### config.mk
export PLATFORM = sky130hd
export DESIGN_NAME = line_rasterizer
export DESIGN_NICKNAME = d
export VERILOG_FILES = /design/src/rtl/line_rasterizer.sv
export SDC_FILE = /design/constraint.sdc
export NUM_CORES = 1
export LEC_CHECK = 0
export ABC_AREA = 1
export CORE_MARGIN = 1.5
export CORE_UTILIZATION = 45
export CTS_CLUSTER_DIAMETER = 200
export DETAILED_ROUTE_END_ITERATION = 10
export GPL_TIMING_DRIVEN = 0
export HOLD_SLACK_MARGIN = 0.08
export SLEW_MARGIN = 30
export SYNTH_ARGS = -nofsm -noshare
export SYNTH_HDL_FRONTEND = slang
export SYNTH_SLANG_ARGS = --single-unit
### constraint.sdc
create_clock -name Clk -period 4.5 [get_ports Clk]
set_input_delay 0.45 -clock Clk [delete_from_list [all_inputs] [get_ports Clk]]
set_output_delay 0.45 -clock Clk [all_outputs]
set_load 0.1 [all_outputs]
### src/rtl/line_rasterizer.sv
// line_rasterizer: Bresenham line engine feeding a 1-bit frame buffer.
// Takes two endpoints on draw_start and presents one pixel per cycle on
// DrawX/DrawY with draw_data as the write strobe. It advances only when the
// frame buffer accepts the pixel, and ends with a one-cycle draw_done.
//
// Optional feature: define LINE_CLIP_EN to blank pixels outside
// (XMAX, YMAX). A blanked pixel is stepped past without waiting on fb_ready.
//
// Handshake: a pixel is offered while draw_data=1 (state PLOT). It is taken
// on any rising edge where fb_ready=1. While fb_ready=0 the coordinate,
// error term and strobe all hold. fb_ready has no effect outside PLOT.
//
// state_dbg mirrors the FSM state (0 IDLE, 1 SETUP, 2 PLOT, 3 DONE).
module line_rasterizer #(
  parameter int XMAX = 639,
  parameter int YMAX = 479
) (
  input  logic       Clk,
  input  logic       Reset,
  input  logic       draw_start,
  input  logic [9:0] x0,
  input  logic [9:0] y0,
  input  logic [9:0] x1,
  input  logic [9:0] y1,
  input  logic       fb_ready,
  output logic [9:0] DrawX,
  output logic [9:0] DrawY,
  output logic       draw_data,
  output logic       draw_done,
  output logic       busy,
  output logic [1:0] state_dbg
);

  typedef enum logic [1:0] {
    IDLE  = 2'd0,
    SETUP = 2'd1,
    PLOT  = 2'd2,
    DONE  = 2'd3
  } state_t;

  state_t state, state_nxt;

  // Latched far endpoint. The near endpoint lives in DrawX/DrawY from the
  // start, so it needs no separate copy.
  logic [9:0] x1_r, y1_r;

  // Bresenham terms. dx >= 0 and dy <= 0, so err = dx+dy fits in 12 bits
  // and e2 = 2*err fits in 13 bits.
  logic signed [10:0] dx, dy;
  logic               sx_neg, sy_neg;
  logic signed [11:0] err;

  logic        [9:0]  adx, ady;
  logic signed [12:0] e2, dx_e, dy_e;
  logic signed [11:0] err_step;
  logic               visible, accept, at_end, step_x, step_y;

  // Setup arithmetic, the pixel accept decision and the Bresenham step.
  always_comb begin
    adx = (x1_r >= DrawX) ? (x1_r - DrawX) : (DrawX - x1_r);
    ady = (y1_r >= DrawY) ? (y1_r - DrawY) : (DrawY - y1_r);

`ifdef LINE_CLIP_EN
    visible = (32'(DrawX) <= XMAX) && (32'(DrawY) <= YMAX);
`else
    visible = 1'b1;
`endif

    // A blanked pixel is never written, so it never has to wait for the buffer.
    accept = fb_ready || !visible;
    at_end = (DrawX == x1_r) && (DrawY == y1_r);

    e2     = $signed({err, 1'b0});
    dx_e   = {{2{dx[10]}}, dx};
    dy_e   = {{2{dy[10]}}, dy};
    step_x = (e2 >= dy_e);
    step_y = (e2 <= dx_e);

    // Both corrections use the e2 from before the update.
    err_step = err;
    if (step_x) err_step = err_step + {dy[10], dy};
    if (step_y) err_step = err_step + {dx[10], dx};
  end

  // State register.
  always_ff @(posedge Clk or posedge Reset) begin
    if (Reset) state <= IDLE;
    else       state <= state_nxt;
  end

  // Next-state logic.
  always_comb begin
    state_nxt = state;
    case (state)
      IDLE:    if (draw_start) state_nxt = SETUP;
      SETUP:   state_nxt = PLOT;
      PLOT:    if (accept && at_end) state_nxt = DONE;
      DONE:    state_nxt = IDLE;
      default: state_nxt = IDLE;
    endcase
  end

  // Datapath: latch the endpoints, set up the deltas, step on each accept.
  always_ff @(posedge Clk or posedge Reset) begin
    if (Reset) begin
      x1_r   <= '0;
      y1_r   <= '0;
      DrawX  <= '0;
      DrawY  <= '0;
      dx     <= '0;
      dy     <= '0;
      sx_neg <= 1'b0;
      sy_neg <= 1'b0;
      err    <= '0;
    end else begin
      case (state)
        IDLE: begin
          if (draw_start) begin
            x1_r  <= x1;
            y1_r  <= y1;
            DrawX <= x0;
            DrawY <= y0;
          end
        end
        SETUP: begin
          dx     <= $signed({1'b0, adx});
          dy     <= -$signed({1'b0, ady});
          sx_neg <= (x1_r < DrawX);
          sy_neg <= (y1_r < DrawY);
          err    <= $signed({2'b00, adx}) - $signed({2'b00, ady});
        end
        PLOT: begin
          if (accept && !at_end) begin
            if (step_x) DrawX <= sx_neg ? (DrawX - 10'd1) : (DrawX + 10'd1);
            if (step_y) DrawY <= sy_neg ? (DrawY - 10'd1) : (DrawY + 10'd1);
            err <= err_step;
          end
        end
        default: ;
      endcase
    end
  end

  // Outputs decode registered state only; there is no path from the inputs.
  always_comb begin
    draw_data = (state == PLOT) && visible;
    draw_done = (state == DONE);
    busy      = (state != IDLE);
    state_dbg = state;
  end

endmodule

==> flow_metrics.tcl, run 1 <==
set metrics [dict create \
    outcome "finished, final reports clean" \
    cts.root.buffer_cell "sky130_fd_sc_hd__clkbuf_16" \
    maxSlewViolCount 0 \
    syn_inst_count 1245 \
    floorplan.die_area_mm2 0.0198 \
    maxCapViolations 0 \
    detail_route.iter0.violations 338 \
    finish.utilization 0.531 \
    grt_overflow_total 0 \
    postRouteAntennaNets 0 \
    setup.worst_path.start_class "register" \
    yosysSeqAreaShare 0.225 \
    path_buf_inv 2 \
    synthesized_area_per_cell_um2 6.86 \
    post_synth_num_cell_types 48 \
    drive_gt1_frac 0.0690 \
    slew-limit-headroom 0.331 \
    rsz0062_at_grt "false" \
    die_width_um 141 \
    critPathRequiredTime_ns 4.73 \
    core_area_mm2 0.0186 \
    number_of_detailed_routing_iterations_run_before_antenna_repair 5 \
    timing.critical_path.slowest_stage_cell "sky130_fd_sc_hd__fa_1" \
    boundaryPins 69 \
    wire_length_of_the_first_global_routing_pass_um 39800 \
    grt_antenna_before_repair 0 \
    routed_wirelength_um 24500 \
    postSynthNetCount 1410 \
    synthesis.yosys.warnings 0 \
    use_met2 0.440 \
    insertion_delay_ns 0.36 \
    n_antenna_cell 0 \
    initial_utilization 0.458 \
    crit_top_cell "sky130_fd_sc_hd__nand2_1" \
    timing.final.crit_share 0.907 \
    grtUsageMet3 0.0408 \
    floorplan.rows 50 \
    pre_cts_ws_ns 0.289 \
    cts_hold_buffers 0 \
    largest_net_degree_at_the_start_of_global_routing 40 \
    clkSlewWorstSetupHoldPaths_ns 0.07 \
    grt_pass1_vias 7721 \
    grt_use_total 0.257 \
    worst_ep_arrival_time_ns 4.31 \
    worst_r2r_endpoint "err[11]" \
    gp_congestion 0.881 \
    avgRoutedWirePerCell_um 15.6 \
    min_path_type "input pin to asynchronous set/reset pin" \
    cts_inserted_buffers 9 \
    timing.reg2reg.setup_slack_ns 0.42 \
    critical_path_peak_fanout 5 \
    fmaxAchievable_mhz 245 \
    number_of_hold_slack_violations_in_the_final_timing_report 0 \
    buffer_ports.inserted 68 \
    setup_viol_count_final 0 \
    detail_route.drc_violations 0 \
    critical_path.top_delay_family "compound AO/OA/AOI/OAI gates" \
    cpPeakStageDelay_ns 0.49 \
    nets 1493 \
    place.detailed.hpwl_um 20300 \
    max-clock-path-buffers 2 \
    most_frequent_cells_in_the_layout "sky130_fd_sc_hd__nand2_1 (318), sky130_fd_sc_hd__inv_1 (176), sky130_fd_sc_hd__ha_1 (112), sky130_fd_sc_hd__a21oi_1 (98), sky130_fd_sc_hd__nor2_1 (96)" \
    crit_chain "inv_1 > ha_1 > inv_1 > fa_1 > nand2_1 > nand2_1 > nand3_1 > nand2_1 > a21oi_1 > nand2_2 > nor2_4 > or2_2 > nand2_2 > fa_1 > o31ai_1 > nand2_1 > a21boi_0 > o21ai_0 > a21oi_1 > a21oi_1" \
    most_common_cell_after_layout_fill_and_taps_aside "sky130_fd_sc_hd__nand2_1" \
    timing.final.ws_setup_ns 0.421 \
    finalCriticalPeriod_ns 4.08 \
    timing.setup.tns_ns 0 \
    ys_ff_latch 77 \
    drt-vias-per-instance 5.14 \
    end_kind "register" \
    worst_r2r_startpoint "x1_r[0]" \
    grt-busiest-layer "met2" \
    worst_r2r_path_depth 20 \
    cts.htree.levels 3 \
    use_met1 0.338 \
    tritoncts_clock_tree "built" \
    fin_worst_skew_ns 0.0130 \
    die_height_um 141 \
    area_growth_syn_to_layout_pct 15.8 \
    detailroute.via_count 8054 \
    cts.sink_count 77 \
    crit_type "register to register" \
    netlist_area_mm2 0.00855 \
    timing_worst_slew_pin_value_ns 1.00 \
]
==> Yosys cell counts (all sizes together) <==
cell type / number / area share
inv: 184 / 0.081
xnor2: 19 / 0.019
o21ai: 80 / 0.047
clkbuf: 12 / 0.0053
ha: 112 / 0.16
nand4: 13 / 0.010
dfrtp: 77 / 0.23
xor2: 35 / 0.036
nand2: 337 / 0.16
o31ai: 2 / 0.0018
nor2: 104 / 0.050
nor3b: 2 / 0.0018
a21boi: 7 / 0.0061
a211oi: 5 / 0.0044
a21o: 6 / 0.0053
o211ai: 16 / 0.014
o2111ai: 1 / 0.0010
nand3: 63 / 0.040
nand3b: 4 / 0.0035
a22oi: 2 / 0.0018
a221oi: 1 / 0.0010
or2: 7 / 0.0051
a21oi: 101 / 0.060
a31oi: 12 / 0.0088
fa: 9 / 0.021
nor3: 8 / 0.0059
o21a: 2 / 0.0018
mux2: 2 / 0.0026
buf: 13 / 0.012
nor4: 1 / 0.00073
o21bai: 8 / 0.0070
==> metal layers <==
| layer | up-vias | share of wire |
|---|---|---|
| met5 | - | 0 |
| met4 | 0 | 0.017 |
| met3 | 27 | 0.043 |
| met2 | 157 | 0.47 |
| met1 | 3651 | 0.47 |
| li1 | 4219 | - |
==> layout make-up <==
type | count | area [um^2]
inverters | 184 | 696
well taps | 234 | 293
clock inverters | 5 | 82.6
flip-flops and latches | 77 | 1930
multi-input cells | 960 | 5810
plain buffers | 25 | 144
clock buffers | 11 | 243
fillers | 1912 | 8740
repair buffers | 71 | 706
==> cell families after synthesis <==
group / after synthesis / share of synthesized area
and+or+nand+nor: 539 / 0.273
AOI/OAI and AO/OA: 243 / 0.161
buffers and inverters: 209 / 0.0977
adders and majority gates: 121 / 0.185
DFF: 77 / 0.225
xor gates and xnor gates: 54 / 0.0553
muxes: 2 / 0.00264
==> how the worst max path moves through the flow <==
stage / start / end / slack (ns) / cells after the start
2_1_floorplan: DrawX[1] / err[10] / 0.29 / 18
3_3_place_gp: DrawX[1] / err[7] / 0.30 / 25
3_5_place_dp: DrawX[0] / err[7] / 0.29 / 25
4_1_cts: DrawX[0] / err[7] / 0.27 / 25
5_1_grt: x1_r[0] / err[11] / 0.01 / 22
6_report: x1_r[0] / err[11] / 0.42 / 20
==> stage by stage <==
| step | hold WS, ns | cell area [um^2] | cells |
|---|---|---|---|
| 2_1_floorplan | 0.477 | 8550 | 1245 |
| 3_3_place_gp | 0.504 | 9520 | 1547 |
| 3_5_place_dp | 0.506 | 9540 | 1548 |
| 4_1_cts | 0.491 | 9860 | 1564 |
| 5_1_grt | 0.516 | 9900 | 1567 |
| 6_report | 0.477 | 9900 | 1567 |
==> timing repair <==
action | CTS | global route
hold endpoints to repair | 0 | 0
setup endpoints to repair | 0 | 3
setup buffers | 0 | 2
resized for setup | 0 | 7
==> flip-flops by register name (all words and copies together) (netlist names), 2 cells and up <==
signal     count
DrawY         10
err           12
dx            10
x1_r          10
dy            11
DrawX         10
state_dbg      2
y1_r          10
==> worst register-to-register path, cell delays in order, from the launching register on <==
cell                       delay [ns]
sky130_fd_sc_hd__dfrtp_1         0.39
sky130_fd_sc_hd__inv_1           0.08
sky130_fd_sc_hd__ha_1            0.18
sky130_fd_sc_hd__inv_1           0.09
sky130_fd_sc_hd__fa_1            0.41
sky130_fd_sc_hd__nand2_1         0.10
sky130_fd_sc_hd__nand2_1         0.11
sky130_fd_sc_hd__nand3_1         0.12
sky130_fd_sc_hd__nand2_1         0.09
sky130_fd_sc_hd__a21oi_1         0.17
sky130_fd_sc_hd__nand2_2         0.11
sky130_fd_sc_hd__nor2_4          0.19
sky130_fd_sc_hd__or2_2           0.14
sky130_fd_sc_hd__nand2_2         0.08
sky130_fd_sc_hd__fa_1            0.49
sky130_fd_sc_hd__o31ai_1         0.41
sky130_fd_sc_hd__nand2_1         0.15
sky130_fd_sc_hd__a21boi_0        0.26
sky130_fd_sc_hd__o21ai_0         0.11
sky130_fd_sc_hd__a21oi_1         0.19
sky130_fd_sc_hd__a21oi_1         0.09
Power of run 1 is left out: the tool's default activity adds up to more than one toggle a clock period on the data nets, which glitch-free logic cannot reach.
==> run 2: changes to the inputs <==
Settings changed: GPL_ROUTABILITY_DRIVEN from default to 0.
==> run 2 against run 1 <==
Net effect: first-iteration DRC count grew 18%; non-clock buffer count shrank 1; sequential cell count did not move; worst hold slack improved by 0.0014 ns; register-to-register slack about the same; critical path depth unchanged; die area unchanged; critical endpoint unchanged; largest cell class unchanged.
==> flow_metrics.tcl, run 2 (same netlist as run 1, synthesis figures left out) <==
set metrics [dict create \
    outcome "finished, final reports clean" \
    grt_antenna_before_repair 0 \
    maxSlewViolCount 0 \
    detail_route.drc_violations 0 \
    die_width_um 141 \
    largest_register_ffs 12 \
    slew-limit-headroom 0.337 \
    most_common_cell_after_layout_fill_and_taps_aside "sky130_fd_sc_hd__nand2_1" \
    worst_ep_arrival_time_ns 4.31 \
    area_growth_syn_to_layout_pct 15.7 \
    clkSlewWorstSetupHoldPaths_ns 0.06 \
    setup.worst_path.start_class "register" \
    cts.sink_count 77 \
    largest-register "err" \
    grt_overflow_total 0 \
    critPathRequiredTime_ns 4.73 \
    floorplan.rows 50 \
    place.detailed.instances 1548 \
    number_of_hold_slack_violations_in_the_final_timing_report 0 \
    postRouteAntennaNets 0 \
    setup_viol_count_final 0 \
    fin_worst_skew_ns 0.00910 \
    max-clock-path-buffers 2 \
    maxCapViolations 0 \
    tritoncts_clock_tree "built" \
    cts_inserted_buffers 9 \
    drt-vias-per-instance 5.10 \
    crit_end "err[11]" \
    rsz0062_at_grt "false" \
    buffer_ports.inserted 68 \
    layout_top_registers "err (12), dy (11)" \
    post_layout_nonfiller_instances 1565 \
    cts.htree.levels 3 \
    largest_net_degree_at_the_start_of_global_routing 40 \
    most_frequent_cells_in_the_layout "sky130_fd_sc_hd__nand2_1 (320), sky130_fd_sc_hd__inv_1 (176), sky130_fd_sc_hd__ha_1 (112), sky130_fd_sc_hd__a21oi_1 (98), sky130_fd_sc_hd__nor2_1 (96)" \
    routed_wirelength_um 24000 \
    boundaryPins 69 \
    initial_utilization 0.458 \
    place.detailed.hpwl_um 20000 \
    finalCriticalPeriod_ns 4.08 \
    min_path_type "input pin to asynchronous set/reset pin" \
    nets 1491 \
    floorplan.die_area_mm2 0.0198 \
    grt_pass1_vias 7665 \
    insertion_delay_ns 0.35 \
    timing.reg2reg.setup_slack_ns 0.42 \
    crit_path_start "DrawX[0]" \
    n_antenna_cell 0 \
    drive_gt1_frac 0.0624 \
    crit_type "register to register" \
    detail_route.iter0.violations 400 \
    wire_length_of_the_first_global_routing_pass_um 39200 \
    worst_r2r_endpoint "err[11]" \
    core_area_mm2 0.0186 \
    detailroute.via_count 7980 \
    grt_use_total 0.253 \
    fmaxAchievable_mhz 245 \
    number_of_detailed_routing_iterations_run_before_antenna_repair 5 \
    timing.final.crit_share 0.906 \
    timing.setup.tns_ns 0 \
    end_kind "register" \
    avgRoutedWirePerCell_um 15.4 \
    timing_worst_slew_pin_value_ns 0.992 \
    cts.root.buffer_cell "sky130_fd_sc_hd__clkbuf_16" \
    worst_r2r_path_depth 20 \
    critical_path_peak_fanout 6 \
    worst_r2r_startpoint "DrawX[0]" \
    die_height_um 141 \
]
## run 2: timing repair
action                     4_1_cts  5_1_grt
hold buffers                     0        0
gates resized for setup          0        1
setup endpoints to repair        0        1
setup buffers                    0        1
## run 2: per-stage QoR
stage / instance area [um^2] / setup slack [ns] / hold slack, ns / utilization
floorplan: 8550 / 0.287 / 0.477 / -
global placement: 9520 / 0.369 / 0.512 / 0.511
detailed placement: 9540 / 0.371 / 0.532 / 0.512
CTS: 9880 / 0.356 / 0.494 / 0.530
global route: 9880 / 0.00535 / 0.517 / 0.530
finish: 9880 / 0.423 / 0.478 / 0.530
## run 2: worst max-delay path, stage by stage (launching register included)
cell                       delay, ns
sky130_fd_sc_hd__dfrtp_1        0.43
sky130_fd_sc_hd__ha_1           0.21
sky130_fd_sc_hd__inv_1          0.09
sky130_fd_sc_hd__fa_1           0.41
sky130_fd_sc_hd__nand2_1        0.09
sky130_fd_sc_hd__nand2_1        0.11
sky130_fd_sc_hd__nand3_1        0.11
sky130_fd_sc_hd__nand2_1        0.09
sky130_fd_sc_hd__a21oi_1        0.13
sky130_fd_sc_hd__nand2_1        0.12
sky130_fd_sc_hd__nor2_4         0.16
sky130_fd_sc_hd__buf_4          0.15
sky130_fd_sc_hd__or2_2          0.10
sky130_fd_sc_hd__nand2_1        0.12
sky130_fd_sc_hd__fa_1           0.50
sky130_fd_sc_hd__o31ai_1        0.37
sky130_fd_sc_hd__nand2_1        0.12
sky130_fd_sc_hd__a21boi_0       0.26
sky130_fd_sc_hd__o21ai_0        0.11
sky130_fd_sc_hd__a21oi_1        0.18
sky130_fd_sc_hd__a21oi_1        0.09
## run 2: worst min-delay path by stage
stage	start	end	slack [ns]
after floorplan	dy[5]	dy[5]	0.48
after global placement	dy[0]	dy[0]	0.51
after detailed placement	y1_r[9]	y1_r[9]	0.53
final	Reset	dy[7]	0.48
after CTS	Reset	dy[9]	0.49
after global routing	Reset	dy[9]	0.52
## run 2: cell type report
cell class,instances,area (um^2)
Clock buffer,12,246
Multi-Input combinational cell,959,5780
Sequential cell,77,1930
Buffer,25,144
Clock inverter,4,95.1
Inverter,184,696
Tap cell,234,293
Fill cell,1904,8760
Timing Repair Buffer,70,698
## run 2: routing by layer
metal	track usage	vias up	share of wire
met3	0.0302	22	0.037
met2	0.428	144	0.47
met5	0	-	0
met4	0.0724	0	0.016
met1	0.340	3586	0.48
li1	-	4228	-
Power of run 2 is left out for the same reason.
==> run 3: changes to the inputs <==
Settings changed: CAP_MARGIN from default to 20, MAX_ROUTING_LAYER from default to met4.
==> run 3 against run 2 <==
Net effect: maximum frequency shrank 0.73%; core utilization unchanged; global-route usage grew 0.73 points; die area stayed put; via count grew 0.30%; worst hold slack barely moved; setup slack got worse by 0.030 ns; first-iteration DRC count decreased by 7.2%; clock skew down 0.0014 ns; cell area unchanged; largest cell class unchanged; highest routed layer unchanged.
==> flow_metrics.tcl, run 3 (same netlist as run 1, synthesis figures left out) <==
set metrics [dict create \
    worst_ep_arrival_time_ns 4.34 \
    wire_length_of_the_first_global_routing_pass_um 39200 \
    buffer_ports.inserted 68 \
    boundaryPins 69 \
    grt_pass1_vias 7673 \
    setup_viol_count_final 0 \
    routed_wirelength_um 24100 \
    place.detailed.hpwl_um 20000 \
    cts.htree.levels 3 \
    maxSlewViolCount 0 \
    initial_utilization 0.458 \
    detail_route.drc_violations 0 \
    setup.worst_path.start_class "register" \
    cts_inserted_buffers 9 \
    area_growth_syn_to_layout_pct 15.7 \
    insertion_delay_ns 0.35 \
    detailroute.via_count 8004 \
    crit_path_start "DrawX[0]" \
    core_area_mm2 0.0186 \
    fmaxAchievable_mhz 244 \
    cts_hold_buffers 0 \
    grt_overflow_total 0 \
    timing_worst_slew_pin_value_ns 0.990 \
    timing.setup.tns_ns 0 \
    layout_top_registers "err (12), dy (11)" \
    n_antenna_cell 0 \
    die_height_um 141 \
    number_of_hold_slack_violations_in_the_final_timing_report 0 \
    tritoncts_clock_tree "built" \
    crit_type "register to register" \
    most_frequent_cells_in_the_layout "sky130_fd_sc_hd__nand2_1 (320), sky130_fd_sc_hd__inv_1 (176), sky130_fd_sc_hd__ha_1 (112), sky130_fd_sc_hd__a21oi_1 (98), sky130_fd_sc_hd__nor2_1 (96)" \
    drive_gt1_frac 0.0624 \
    floorplan.rows 50 \
    crit_end "err[11]" \
    largest-register "err" \
    finalCriticalPeriod_ns 4.11 \
    timing.reg2reg.setup_slack_ns 0.39 \
    worst_r2r_path_depth 20 \
    max-clock-path-buffers 2 \
    floorplan.die_area_mm2 0.0198 \
    detail_route.iter0.violations 371 \
    worst_r2r_endpoint "err[11]" \
    outcome "finished, final reports clean" \
    fin_worst_skew_ns 0.00769 \
    number_of_detailed_routing_iterations_run_before_antenna_repair 5 \
    drt-vias-per-instance 5.11 \
    clkSlewWorstSetupHoldPaths_ns 0.06 \
    cts.sink_count 77 \
    end_kind "register" \
    grt_use_total 0.260 \
    most_common_cell_after_layout_fill_and_taps_aside "sky130_fd_sc_hd__nand2_1" \
    slew-limit-headroom 0.338 \
    maxCapViolations 0 \
    critPathRequiredTime_ns 4.73 \
    critical_path_peak_fanout 6 \
    largest_register_ffs 12 \
    worst_r2r_startpoint "DrawX[0]" \
    min_path_type "input pin to asynchronous set/reset pin" \
    rsz0062_at_grt "false" \
    postRouteAntennaNets 0 \
    cts.root.buffer_cell "sky130_fd_sc_hd__clkbuf_16" \
    avgRoutedWirePerCell_um 15.4 \
    nets 1491 \
    timing.final.crit_share 0.913 \
    largest_net_degree_at_the_start_of_global_routing 40 \
    die_width_um 141 \
    grt_antenna_before_repair 0 \
]
## run 3: cell counts in the layout (fill, tap and decap cells not counted)
No cell type changed its count.
## run 3: metal layers
metal | share of wire | up-vias | track usage
li1 | - | 4231 | -
met1 | 0.49 | 3603 | 0.340
met2 | 0.47 | 147 | 0.428
met3 | 0.032 | 23 | 0.0282
met4 | 0.016 | 0 | 0.0724
met5 | 0 | - | -
## run 3: critical path: stages, from the launching register on
cell,delay [ns]
sky130_fd_sc_hd__dfrtp_1,0.43
sky130_fd_sc_hd__ha_1,0.21
sky130_fd_sc_hd__inv_1,0.09
sky130_fd_sc_hd__fa_1,0.41
sky130_fd_sc_hd__nand2_1,0.09
sky130_fd_sc_hd__nand2_1,0.11
sky130_fd_sc_hd__nand3_1,0.11
sky130_fd_sc_hd__nand2_1,0.09
sky130_fd_sc_hd__a21oi_1,0.13
sky130_fd_sc_hd__nand2_1,0.12
sky130_fd_sc_hd__nor2_4,0.16
sky130_fd_sc_hd__buf_4,0.15
sky130_fd_sc_hd__or2_2,0.10
sky130_fd_sc_hd__nand2_1,0.14
sky130_fd_sc_hd__fa_1,0.50
sky130_fd_sc_hd__o31ai_1,0.37
sky130_fd_sc_hd__nand2_1,0.12
sky130_fd_sc_hd__a21boi_0,0.26
sky130_fd_sc_hd__o21ai_0,0.11
sky130_fd_sc_hd__a21oi_1,0.18
sky130_fd_sc_hd__a21oi_1,0.09
## run 3: final cells by class
type | instances | area, um^2
Fill cell | 1904 | 8760
Multi-Input combinational cell | 959 | 5780
Sequential cell | 77 | 1930
Timing Repair Buffer | 70 | 698
Inverter | 184 | 696
Tap cell | 234 | 293
Clock buffer | 12 | 246
Buffer | 25 | 144
Clock inverter | 4 | 95.1
## run 3: worst min-delay path by stage
stage	start	endpoint	cells past startpoint
2_1_floorplan	dy[5]	dy[5]	2
3_3_place_gp	dy[0]	dy[0]	2
3_5_place_dp	y1_r[9]	y1_r[9]	1
4_1_cts	Reset	dy[9]	2
5_1_grt	Reset	dy[9]	2
6_report	Reset	dy[8]	2
## run 3: what timing repair did
item                       4_1_cts  5_1_grt
buffers inserted                 0        1
setup endpoints to repair        0        1
gates resized for setup          0        1
## run 3: through the flow
stage | instances | hold WS (ns) | utilization | setup WS, ns | cell area (um^2)
3_5_place_dp | 1548 | 0.532 | 0.512 | 0.371 | 9540
5_1_grt | 1565 | 0.517 | 0.530 | 0.00527 | 9880
4_1_cts | 1564 | 0.494 | 0.530 | 0.356 | 9880
6_report | 1565 | 0.478 | 0.530 | 0.393 | 9880
3_3_place_gp | 1547 | 0.512 | 0.511 | 0.369 | 9520
2_1_floorplan | 1245 | 0.477 | - | 0.287 | 8550
Power of run 3 is left out for the same reason.
